[config.mk]
export PLATFORM = sky130hd
export DESIGN_NAME = pc_flow_ctrl
export DESIGN_NICKNAME = d
export VERILOG_FILES = /design/src/rtl/pc_flow_ctrl.sv
export SDC_FILE = /design/constraint.sdc
export NUM_CORES = 1
export LEC_CHECK = 0
export ABC_AREA = 0
export CORE_ASPECT_RATIO = 1.4
export CORE_MARGIN = 8
export CORE_UTILIZATION = 42
export DETAILED_ROUTE_END_ITERATION = 8
export PLACE_DENSITY = 0.75
export SYNTH_ARGS = -nofsm -noshare
export SYNTH_HDL_FRONTEND = slang
export SYNTH_SLANG_ARGS = --single-unit
[constraint.sdc]
create_clock -name clk -period 1.7 [get_ports clk]
set_clock_uncertainty 0.1 [all_clocks]
set_input_delay 0.34 -clock clk [delete_from_list [all_inputs] [get_ports clk]]
set_output_delay 0.34 -clock clk [all_outputs]
set_load 0.03 [all_outputs]
[src/rtl/pc_flow_ctrl.sv]
// pc_flow_ctrl: turns decoded control-flow requests into ordered command
// pulses for the 8-frame PC bank, tracking frame depth to refuse stack
// overflow/underflow before it reaches the bank.
module pc_flow_ctrl (
    input  logic       clk,
    input  logic       rst,
    input  logic       req_valid,
    input  logic [2:0] req_op,
    input  logic [8:0] req_target,
    input  logic       req_cond,
    output logic       req_ready,
    input  logic       fault_clr,
    output logic       pc_inc,
    output logic       pc_ref_inc,
    output logic       pc_ref_dec,
    output logic       pc_set,
    output logic [8:0] pc_set_value,
    output logic [2:0] depth,
    output logic       fault
);

    typedef enum logic [1:0] {
        IDLE,
        CALL_SET,
        FAULT
    } state_t;

    typedef enum logic [2:0] {
        OP_NOP    = 3'd0,
        OP_NEXT   = 3'd1,
        OP_JUMP   = 3'd2,
        OP_BRANCH = 3'd3,
        OP_CALL   = 3'd4,
        OP_RET    = 3'd5
    } op_t;

    state_t     state, state_n;
    logic [8:0] target, target_n;
    logic [2:0] depth_n;
    logic       fault_n;
    logic       inc_n, ref_inc_n, ref_dec_n, set_n;
    logic [8:0] set_value_n;

    assign req_ready = (state == IDLE);

    // Register state, shadow depth, latched call target and command pulses.
    always_ff @(posedge clk or negedge rst) begin
        if (!rst) begin
            state        <= IDLE;
            target       <= '0;
            depth        <= '0;
            fault        <= 1'b0;
            pc_inc       <= 1'b0;
            pc_ref_inc   <= 1'b0;
            pc_ref_dec   <= 1'b0;
            pc_set       <= 1'b0;
            pc_set_value <= '0;
        end else begin
            state        <= state_n;
            target       <= target_n;
            depth        <= depth_n;
            fault        <= fault_n;
            pc_inc       <= inc_n;
            pc_ref_inc   <= ref_inc_n;
            pc_ref_dec   <= ref_dec_n;
            pc_set       <= set_n;
            pc_set_value <= set_value_n;
        end
    end

    // Decode accepted requests into next state and next command pulses.
    always_comb begin
        state_n     = state;
        target_n    = target;
        depth_n     = depth;
        fault_n     = fault;
        inc_n       = 1'b0;
        ref_inc_n   = 1'b0;
        ref_dec_n   = 1'b0;
        set_n       = 1'b0;
        set_value_n = pc_set_value;

        case (state)
            IDLE: begin
                if (req_valid) begin
                    case (req_op)
                        OP_NEXT: inc_n = 1'b1;
                        OP_JUMP: begin
                            set_n       = 1'b1;
                            set_value_n = req_target;
                        end
                        OP_BRANCH: begin
                            if (req_cond) begin
                                set_n       = 1'b1;
                                set_value_n = req_target;
                            end else begin
                                inc_n = 1'b1;
                            end
                        end
                        OP_CALL: begin
                            if (depth != 3'd7) begin
                                // Return address saved by the increment on the
                                // caller frame; the jump lands on the new frame
                                // in the following cycle.
                                inc_n     = 1'b1;
                                ref_inc_n = 1'b1;
                                target_n  = req_target;
                                depth_n   = depth + 3'd1;
                                state_n   = CALL_SET;
                            end else begin
                                fault_n = 1'b1;
                                state_n = FAULT;
                            end
                        end
                        OP_RET: begin
                            if (depth != 3'd0) begin
                                ref_dec_n = 1'b1;
                                depth_n   = depth - 3'd1;
                            end else begin
                                fault_n = 1'b1;
                                state_n = FAULT;
                            end
                        end
                        default: ;
                    endcase
                end
            end
            CALL_SET: begin
                set_n       = 1'b1;
                set_value_n = target;
                state_n     = IDLE;
            end
            FAULT: begin
                if (fault_clr) begin
                    fault_n = 1'b0;
                    state_n = IDLE;
                end
            end
            default: state_n = IDLE;
        endcase
    end

endmodule
==> results of run 1 <==
worst reg2reg max path: stages, from the launching register on:
cell and delay [ns]:
dfrtp_2 0.44, or3b_4 0.38, a2111o_1 0.42, nor2_2 0.12, xor2_1 0.14
worst max-delay path by stage:
stage	end	slack, ns	depth (start not counted)
floorplan	target[0]	0.02	5
global placement	depth[2]	-0.35	7
detailed placement	depth[2]	-0.45	7
CTS	depth[2]	-0.12	7
global route	depth[2]	-0.04	4
finish	depth[2]	0.03	4
cell families after synthesis:
family          synth area share
compound gates            0.0871
mux                        0.155
simple gates               0.121
buf+inv                   0.0324
flops                      0.567
fa+ha+maj                 0.0162
xor+xnor                  0.0213
flip-flops by register name (all words and copies together), names as in the netlist:
register,count
pc_set_value,9
depth,3
pc_ref_dec,1
pc_inc,1
pc_ref_inc,1
state,2
target,9
fault,1
pc_set,1
routing by layer:
metal / GRT usage / vias up
li1: - / 469
met1: 0.146 / 477
met2: 0.190 / 30
met3: 0.0319 / 0
met4: 0.0206 / 0
met5: 0 / -
repair_timing:
item | CTS | global route
setup buffers | 0 | 7
endpoints found under the setup margin | 28 | 23
resized for setup | 18 | 14
pin swaps | 0 | 6
cloned | 0 | 1
through the flow:
stage | total power, uW | worst slack, ns | utilization
6_report | 2450 | 0.0338 | 0.641
3_5_place_dp | 2100 | -0.447 | 0.591
4_1_cts | 2350 | -0.117 | 0.600
2_1_floorplan | 1640 | 0.0198 | -
5_1_grt | 2590 | -0.0383 | 0.641
3_3_place_gp | 2070 | -0.355 | 0.591
placed cells by master, fill, tap and decap left out, types with 2 or more instances in the layout:
cell type,Yosys,layout
clkdlybuf4s50_1,0,12
buf_4,0,16
a21oi_1,11,11
buf_6,0,2
clkbuf_8,0,3
dfrtp_2,0,4
inv_1,6,6
nand2_1,3,3
dlygate4sd2_1,0,17
nor2_1,13,12
nor2_2,1,2
mux2i_1,9,9
xor2_1,2,2
mux2_2,9,9
dlymetal6s2s_1,0,4
dfrtp_1,28,24
report_power, final:
part           switching [uW]  internal, uW  total [uW]
Clock                     191           168         358
Combinational             582           461        1040
Sequential                150           899        1050
Total                     923          1530        2450
layout make-up:
class / count / area [sq um] / area share
multi-input combinational: 68 / 541 / 0.296
inverter: 6 / 22.5 / 0.0123
tap: 37 / 46.3 / 0.0253
clock buffer: 4 / 45.0 / 0.0247
timing repair buffer: 52 / 467 / 0.255
sequential: 28 / 706 / 0.386
==> summary.md, run 1 <==
| Metric | Value |
|---|---|
| Yosys top cell area share | 0.567 |
| Final Cycle Share | 0.980 |
| Tmin final | 1.67 ns |
| Synth Flop Type | dfrtp_1 |
| Post-Syn Nets | 124 |
| GRT Overall Usage | 0.116 |
| Cell Area, Placed | 0.00168 sq mm |
| Post-DR wirelength/cell | 15.0 microns |
| Max Root-Sink Buffers | 2 |
| R2r setup slk | 0.03 ns |
| CTS sink count | 28 |
| Worst reg2reg path depth | 4 |
| Setup violations, final | 0 |
| Metal-1 WL | 1260 microns |
| Top Metal Used | met3 |
| Worst skew pair latency | 0.27 ns |
| Async S/R FF share, synth | 1.00 |
| Seq/Total Area, Yosys | 0.567 |
| Ys Warns | 0 |
| # hold bufs at CTS | 0 |
| Mean post-synth cell area | 11.7 sq um |
| Final Hold Viols | 0 |
| Max IR drop VDD | 0.797 mV |
| Worst reg2reg path endpoint | depth[2] |
| Setup CP Type | register to register |
| Final number of max-transition violations | 0 |
| CP Capture Type | register |
| Tightest Hold Check Type | primary input to asynchronous set/reset pin |
| WL met3 | 169 microns |
| Initial drt markers | 26 |
| Diode count | 0 |
| CTS buffer count | 3 |
| Critical path buffers and inverters | 0 |
| Worst-path clk slew | 0.09 ns |
| Leak | 0.000943 uW |
| Die area | 0.00496 sq mm |
| Worst hold slack | 0.342 ns |
| Pin count of the biggest net entering global routing | 29 |
| Vias | 976 |
| RSZ-0062 raised after global routing | true |
| CP Max Fanout | 5 |
| Rel. slew slack | 0.770 |
| FF+latch count, synth | 28 |
| Die H | 80.2 microns |
| Largest stage delay, worst path | 0.44 ns |
| # fillers | 239 |
| Critical Path Source | state[1] |
| Critical path's top delay family | simple AND/OR/NAND/NOR gates |
| Initial Utilization | 0.434 |
| GPL Wtd Cong | 0.848 |
| Clock tree from TritonCTS | built |
| Design Area, Final | 0.00183 sq mm |
| IO buf count | 34 |
| Share of cells above drive strength 1 | 0.285 |
| Commonest cells in the netlist | dfrtp_1 (28), nor2_1 (13), a21oi_1 (11) |
| Required time at the worst-slack endpoint | 1.79 ns |
| Nets | 177 |
| Core area | 0.00285 sq mm |
| Crit path cell chain | or3b_4, a2111o_1, nor2_2, xor2_1 |
| First-pass GRT wire length | 4510 microns |
| I/O pin total | 35 |
| Initial antenna violation count | 0 |
| Count leader, synth | dfrtp_1 |
| Synth cell types | 29 |
| Critical path's slowest cell | dfrtp_2 |
| Vias in the first global route | 1042 |
| Measured slew at the worst slew-check pin | 0.345 ns |
| Setup crit start kind | register |
| Layout area overhead | 47.8% |
| Die width | 61.9 microns |
| Main area contributors after synthesis | dfrtp_1 (57%), mux2_2 (8.2%), mux2i_1 (7.3%) |
| # H-tree levels | 1 |
| Post-Route WL | 2930 microns |
| Setup_tns | 0 ns |
| Worst path arrival time | 1.76 ns |
| Count of flip-flops with a built-in enable after synthesis | 0 |
| DR pass1 iterations | 4 |
| Post-DP HPWL | 2050 microns |
| Status | finished, final reports clean |
| Pwr Density | 1340 mW/mm^2 |
| Fin cells | 195 |
| Area leader, netlist | dfrtp_1 |
| DRC | 0 |
| Routed met2 length | 1500 microns |
| Synth Instances | 106 |
| CTS root buf | clkbuf_8 |
| Antenna viol nets, final | 0 |
| Via density per instance | 5.01 |
| Reg2reg start | state[1] |
| Cells after DPL | 183 |
| Grt ovf | 0 |
| Number of max-cap violations | 0 |
| Row Count | 23 |
| Syn Std Cell Area | 0.00124 sq mm |
| Max Freq | 600 MHz |
Note: power is estimated with default switching activity, not from simulation.
==> run 2: changes to the inputs <==
CORE_UTILIZATION = 44   (was 42)
CTS_BUF_LIST = sky130_fd_sc_hd__clkbuf_8   (was not set)
PLACE_DENSITY = 0.78   (was 0.75)
clock period = 1.35 ns   (was 1.7 ns; I/O delays follow)
==> run 2 against run 1 <==
Net effect: the run now ends with setup timing left; first-iteration DRC count rose by 69%; routed wire length is 12% higher; register-to-register slack worse by 0.29 ns; combinational power increased by 47%; die area fell by 3.5%; clock power is 83% higher; global-route usage increased by 2.6 points; worst hold slack got worse by 0.087 ns; utilization rose by 9.0 points; non-clock buffer count is 3 higher; largest power group is now combinational logic; highest routed layer is now met4.
==> summary.md, run 2 (synthesis results as in run 1) <==
| Metric | Value |
|---|---|
| Largest stage delay, worst path | 0.40 ns |
| Tmin final | 1.61 ns |
| Number of max-cap violations | 0 |
| Measured slew at the worst slew-check pin | 0.306 ns |
| Via density per instance | 5.18 |
| Setup WS pre-CTS | -0.723 ns |
| Vias | 1021 |
| # hold bufs at CTS | 0 |
| IO buf count | 34 |
| Setup_tns | -5.28 ns |
| Grt ovf | 0 |
| Initial drt markers | 44 |
| Post-DP HPWL | 2190 microns |
| # H-tree levels | 1 |
| Row Count | 22 |
| Die width | 60.8 microns |
| Fin worst setup slack | -0.258 ns |
| GRT Overall Usage | 0.142 |
| Regs by FF count | pc_set_value (9), target (9), depth (3) |
| Cells after DPL | 186 |
| Max IR drop VDD | 1.35 mV |
| Core area | 0.00264 sq mm |
| DR pass1 iterations | 4 |
| Status | complete, but fails checks |
| # fillers | 195 |
| Pwr Density | 1820 mW/mm^2 |
| Antenna viol nets, final | 0 |
| Failing checks | setup timing |
| Clock tree from TritonCTS | built |
| Rel. slew slack | 0.796 |
| Final Cycle Share | 1.19 |
| Share of cells above drive strength 1 | 0.435 |
| Fin cells | 197 |
| Crit path cell chain | or3b_4, a2111o_1, nor2_2, xor2_1 |
| Post-DR wirelength/cell | 16.6 microns |
| Final Hold Viols | 0 |
| Fin util | 0.731 |
| Required time at the worst-slack endpoint | 1.45 ns |
| Die H | 78.7 microns |
| Pin count of the biggest net entering global routing | 29 |
| Critical path buffers and inverters | 0 |
| Critical path's top delay family | simple AND/OR/NAND/NOR gates |
| CP Max Fanout | 4 |
| Worst hold slack | 0.256 ns |
| Leak | 0.000951 uW |
| Setup crit start kind | register |
| Initial Utilization | 0.468 |
| Worst-path clk slew | 0.09 ns |
| GPL Wtd Cong | 0.887 |
| Tightest Hold Check Type | primary input to asynchronous set/reset pin |
| RSZ-0062 raised after global routing | true |
| Max Freq | 622 MHz |
| Vias in the first global route | 1139 |
| Diode count | 0 |
| Die area | 0.00479 sq mm |
| DRC | 0 |
| First-pass GRT wire length | 5170 microns |
| R2r setup slk | -0.26 ns |
| CTS sink count | 28 |
| Setup violations, final | 27 |
| Commonest non-fill, non-tap cells in the layout | buf_4 (27), dfrtp_1 (25), clkdlybuf4s50_1 (12), a21oi_1 (11) |
| Setup CP Type | register to register |
| Layout area overhead | 56.3% |
| Nets | 180 |
| Final number of max-transition violations | 0 |
| Most common cell after layout, fill and taps aside | buf_4 |
| CTS buffer count | 3 |
| Critical path's slowest cell | dfrtp_1 |
| I/O pin total | 35 |
| Initial antenna violation count | 0 |
| Worst path arrival time | 1.71 ns |
| CTS root buf | clkbuf_8 |
| Worst skew pair latency | 0.28 ns |
| Max Root-Sink Buffers | 2 |
| CP Capture Type | register |
| Post-Route WL | 3270 microns |
[run 2: cell count changes in the layout (fill, tap and decap cells not counted), moves of 2 or more]
cell | previous run | this run
buf_4 | 16 | 27
buf_6 | 2 | 10
dlygate4sd2_1 | 17 | 4
dlymetal6s2s_1 | 4 | 0
nor2_1 | 12 | 10
nor2_4 | 0 | 3
[run 2: worst paths after layout]
check                           from    endpoint  depth (start not counted)
max                         state[1]    depth[2]                          4
min                              rst      pc_set                          2
max reg2reg                 state[1]    depth[2]                          4
min reg2reg                target[3]   target[3]                          1
max in group asynchronous        rst    depth[1]                          2
min in group clk           req_op[0]  pc_ref_dec                          2
[run 2: through the flow]
| step | area (sq um) | total power [uW] |
|---|---|---|
| 3_5_place_dp | 1690 | 2650 |
| 4_1_cts | 1870 | 3390 |
| 5_1_grt | 1930 | 3690 |
| 2_1_floorplan | 1260 | 2080 |
| 3_3_place_gp | 1690 | 2600 |
| 6_report | 1930 | 3510 |
[run 2: cell type report]
type	instances	area [sq um]	share of cell area
inverter	6	22.5	0.0117
tap	36	45.0	0.0233
clock buffer	3	41.3	0.0214
multi-input combinational	68	583	0.302
sequential	28	704	0.365
timing repair buffer	55	505	0.262
clock inverter	1	30.0	0.0155
[run 2: power breakdown]
part	switching (uW)	internal (uW)
Sequential	191	1130
Clock	258	397
Combinational	799	733
Total	1250	2260
[run 2: what timing repair did]
action | CTS | global route
cloned | 1 | 0
buffers inserted | 3 | 5
gates resized for setup | 23 | 12
setup endpoints to repair | 29 | 27
pin swaps | 8 | 13
[run 2: worst register-to-register path, stage by stage, from the launching register on]
cell and delay (ns):
dfrtp_1 0.40, or3b_4 0.40, a2111o_1 0.36, nor2_2 0.12, xor2_1 0.14
[run 2: routing by layer]
metal  track usage  routed length [microns]  share of wire  vias to the layer above
met3        0.0516                      233          0.071                        9
met5             0                        0              0                        -
li1              -                        -              -                      474
met4        0.0562                       97          0.030                        0
met2         0.249                     1750           0.53                       37
met1         0.144                     1190           0.36                      501
